[src/rtl/seq_decoder.sv]
// Registered N-to-2^N one-hot decoder with valid/ready on both sides and an
// ascending/descending scan mode that walks a one-hot word across all outputs.
module seq_decoder #(
    parameter int N          = 3,
    parameter bit ACTIVE_LOW = 1'b0
) (
    input  logic                  clk,
    input  logic                  rst,
    input  logic                  in_valid,
    output logic                  in_ready,
    input  logic [N-1:0]          sel,
    input  logic [1:0]            mode,
    output logic [(1 << N) - 1:0] d,
    output logic                  out_valid,
    input  logic                  out_ready,
    output logic                  last,
    output logic                  busy
);

    localparam int W  = 1 << N;
    localparam int CW = N + 1;
    localparam logic [CW-1:0] LastCount = CW'(W - 1);
    // XOR mask that applies the output polarity; also the all-idle word
    localparam logic [W-1:0] PolarityMask = {W{ACTIVE_LOW}};

    typedef enum logic {
        IDLE,
        EMIT
    } state_t;

    typedef enum logic [1:0] {
        MODE_DECODE    = 2'b00,
        MODE_SCAN_UP   = 2'b01,
        MODE_SCAN_DOWN = 2'b10,
        MODE_CLEAR     = 2'b11
    } mode_t;

    state_t          state_q, state_d;
    mode_t           mode_q, mode_d;
    logic [N-1:0]    idx_q, idx_d;
    logic [CW-1:0]   cnt_q, cnt_d;
    logic [W-1:0]    d_q, d_d;
    logic            last_q, last_d;
    logic [N-1:0]    idxStep;
    logic [CW-1:0]   cntStep;
    mode_t           modeIn;

    function automatic logic [W-1:0] oneHot(input logic [N-1:0] index);
        logic [W-1:0] word;
        word        = '0;
        word[index] = 1'b1;
        return word;
    endfunction

    always_ff @(posedge clk) begin
        if (rst) begin
            state_q <= IDLE;
            mode_q  <= MODE_DECODE;
            idx_q   <= '0;
            cnt_q   <= '0;
            d_q     <= PolarityMask;
            last_q  <= 1'b0;
        end else begin
            state_q <= state_d;
            mode_q  <= mode_d;
            idx_q   <= idx_d;
            cnt_q   <= cnt_d;
            d_q     <= d_d;
            last_q  <= last_d;
        end
    end

    always_comb begin
        state_d = state_q;
        mode_d  = mode_q;
        idx_d   = idx_q;
        cnt_d   = cnt_q;
        d_d     = d_q;
        last_d  = last_q;
        modeIn  = mode_t'(mode);
        idxStep = (mode_q == MODE_SCAN_DOWN) ? idx_q - N'(1) : idx_q + N'(1);
        cntStep = cnt_q + CW'(1);

        unique case (state_q)
            IDLE: begin
                if (in_valid) begin
                    state_d = EMIT;
                    mode_d  = modeIn;
                    idx_d   = sel;
                    cnt_d   = '0;
                    d_d     = (modeIn == MODE_CLEAR) ? PolarityMask : (oneHot(sel) ^ PolarityMask);
                    last_d  = (modeIn == MODE_DECODE) || (modeIn == MODE_CLEAR);
                end
            end
            EMIT: begin
                // Everything holds while the consumer stalls
                if (out_ready) begin
                    if (last_q) begin
                        state_d = IDLE;
                        last_d  = 1'b0;
                    end else begin
                        idx_d  = idxStep;
                        cnt_d  = cntStep;
                        d_d    = oneHot(idxStep) ^ PolarityMask;
                        last_d = (cntStep == LastCount);
                    end
                end
            end
        endcase
    end

    assign in_ready  = (state_q == IDLE);
    assign out_valid = (state_q == EMIT);
    assign busy      = (state_q == EMIT);
    assign d         = d_q;
    assign last      = last_q;

endmodule

[config.mk]
export PLATFORM = sky130hd
export DESIGN_NAME = seq_decoder
export DESIGN_NICKNAME = d
export VERILOG_FILES = /design/src/rtl/seq_decoder.sv
export SDC_FILE = /design/constraint.sdc
export NUM_CORES = 1
export LEC_CHECK = 0
export ABC_AREA = 1
export BUFFER_PORTS_ARGS = -buffer_cell sky130_fd_sc_hd__clkbuf_2
export CAP_MARGIN = 20
export CORE_ASPECT_RATIO = 0.9
export CORE_UTILIZATION = 50
export CTS_BUF_LIST = sky130_fd_sc_hd__clkbuf_2
export DETAILED_ROUTE_END_ITERATION = 7
export PLACE_DENSITY_LB_ADDON = 0.3
export SLEW_MARGIN = 20
export SYNTH_ARGS = -nofsm -noshare
export SYNTH_HDL_FRONTEND = slang
export SYNTH_SLANG_ARGS = --single-unit
[constraint.sdc]
create_clock -name clk -period 2 [get_ports clk]
set_input_delay 0.2 -clock clk [delete_from_list [all_inputs] [get_ports clk]]
set_output_delay 0.2 -clock clk [all_outputs]
set_load 0.01 [all_outputs]
==> results by group <==
CTS
  • # hold bufs at CTS: 0
  • Clock Path Buffers: 2
  • Setup Fix Bufs, Post-CTS: 0
  • Post-cts resize count: 0
  • Worst-path clk slew: 0.18 ns
  • Root Driver: clkbuf_2
  • CTS H-tree depth: 1
  • Clk sinks: 19
  • Worst-Skew Late Latency: 0.31 ns
  • CTS tree: yes
  • CTS Buf Count: 3

Yosys
  • Mapped Nets: 160
  • Top cells by area, synth: dfxtp_1 (36%), a21oi_1 (7.5%), nor2_1 (7.4%), inv_1 (6.0%), nand3_1 (5.6%)
  • Synth Cell Area: 0.001069 mm^2
  • Register bit total from synthesis: 19
  • Share of the synthesized area in the top cell type: 0.3560
  • Synth area leader: dfxtp_1
  • Count of cell types in the netlist: 22
  • Synth Instances: 147
  • Avg Cell Area, Syn: 7.269 um^2
  • Synth warnings: 0
  • Sequential cell area fraction in the yosys report: 0.3560

Timing
  • Pins over their slew limit: 0
  • Slew margin rel.: 0.6827
  • # setup viols final: 0
  • Final Hold Vio Count: 0
  • Fin crit period: 1.700 ns
  • Layout Skew: 0.004896 ns
  • Fin crit share: 0.8500
  • Unrepaired setup endpoints after global routing: no
  • Max Clock Freq: 588.2 MHz
  • Tightest Pin Transition: 0.4753 ns
  • Setup TNS: 0 ns

Outcome
  • Status: complete, no violations

Cells and area
  • Post-route cell area: 0.001175 mm^2
  • Most common cell after layout, fill and taps aside: clkbuf_2
  • Antenna cells: 0
  • Nets: 180
  • Share of cells above drive strength 1: 0.1988
  • Sequential cell area: 380.4 um^2
  • Multi-input gate area: 560.5 um^2
  • Fillcell total: 197
  • Layout area overhead: 9.953%
  • Most frequent cells in the layout: clkbuf_2 (23), nor2_1 (21), dfxtp_1 (19)

Global routing
  • Initial antenna violation count: 0
  • Vias in the first global route: 852
  • Global-route usage over all layers: 0.2172
  • Largest net degree at the start of global routing: 16
  • GR Overflow Total: 0
  • First-pass GRT wire length: 3581 um

Floorplanning
  • Die Wd: 50.73 um
  • I/O Pins: 21
  • Floorplan core area: 0.001971 mm^2
  • Die Y: 45.86 um
  • Cell Rows: 15
  • Starting density of the core: 0.5422
  • Die Area: 0.002326 mm^2

Worst setup path
  • Critical path launch point type: flop
  • Worst setup path class: flop to flop
  • Nature of the critical path endpoint: flop
  • WP data required: 2.25 ns
  • Crit path max fanout: 5
  • Worst EP arrival: 1.95 ns
  • Reg2reg path depth: 11

Worst hold path
  • HP Class: primary input to flop
  • Worst hold stages: 2

Place
  • Placed cell areas: 0.001155 mm^2
  • GPL Wtd Cong: 0.8120
  • I/O Buffers: 20
  • Detailed placement HPWL: 1735 um

Drt
  • 1st-iter DRT viols: 28
  • Via count: 991
  • Avg WL per Cell: 11.81 um
  • Post-route ant nets: 0
  • Drt pass-1 iters: 4
  • Final WL: 2255 um
  • Via-to-Cell Ratio: 5.188
  • DRC viols: 0

Pwr
  • Final Total Pwr: 808.8 uW
  • P_leak: 0.0005540 uW
  • PwrDens: 688.4 mW/mm^2
  • Peak VDD IR: 0.4506 mV

Run
  • Maxcap violations: 0
==> cell usage after synthesis (all sizes together) <==
cell type  count
o21ai         19
fa             1
xor2           1
nor2          22
inv           20
ha             3
dfxtp         19
or2            3
xnor2          2
buf            5
nand3         12
nand2         19
a221oi         1
a21oi         16
nand4          4
==> per-layer routing <==
layer | GRT usage | wire length, um | vias to the layer above
met2 | 0.3333 | 1037 | 32
li1 | - | - | 519
met4 | 0.08333 | 30 | 0
met1 | 0.2771 | 1047 | 436
met3 | 0.08333 | 140 | 4
met5 | 0 | 0 | -
==> final timing paths <==
kind	startpoint	endpoint	slack [ns]
worst max-delay path	mode_q[0]	d[4]	0.30
worst min-delay path	rst	cnt_q[3]	0.10
worst max register to register	mode_q[0]	d[4]	0.30
worst min register to register	mode_q[0]	mode_q[0]	0.48
==> worst max-delay path, stage by stage (launching register included) <==
cell and delay, ns:
dfxtp_1 0.36, inv_1 0.05, nand2_1 0.07, inv_1 0.06
fa_1 0.38, inv_1 0.07, nand2_1 0.06, nand2_1 0.06
nand2_1 0.11, nand2_1 0.16, nand3_1 0.12, a21oi_1 0.15
==> through the flow <==
step                cells    util  hold slack (ns)  worst slack, ns
finish                191  0.5962           0.1042           0.3000
global route          191  0.5962          0.05822           0.1110
CTS                   191  0.5962          0.08405           0.3047
detailed placement    187  0.5860           0.4510           0.3641
global placement      187  0.5860           0.4418           0.4515
floorplan             147       -           0.2691           0.5634
==> kinds of logic after synthesis <==
kind of cell,Yosys count,synth area share
fa+ha+maj,4,0.05387
flops,19,0.3560
buf+inv,25,0.1194
compound gates,36,0.1721
simple gates,60,0.2740
xor+xnor,3,0.02459
==> power breakdown <==
group	switching [uW]	internal, uW
sequential	25.4	409
combinational	136	71.7
clock	121	45.3
total	282	526
==> final cells by class <==
cell class                 instances  area share
clock buffer                       3     0.01278
clock inverter                     1    0.004260
multi-input combinational        103      0.4771
sequential                        19      0.3237
tap                               25     0.02662
inverter                          20     0.07029
timing repair buffer              20     0.08520
==> flip-flops by register name, indices dropped and copies added (netlist names) <==
register  cells
busy          1
cnt_q         4
d             8
idx_q         3
last          1
mode_q        2
Note: power is estimated with default switching activity, not from simulation.
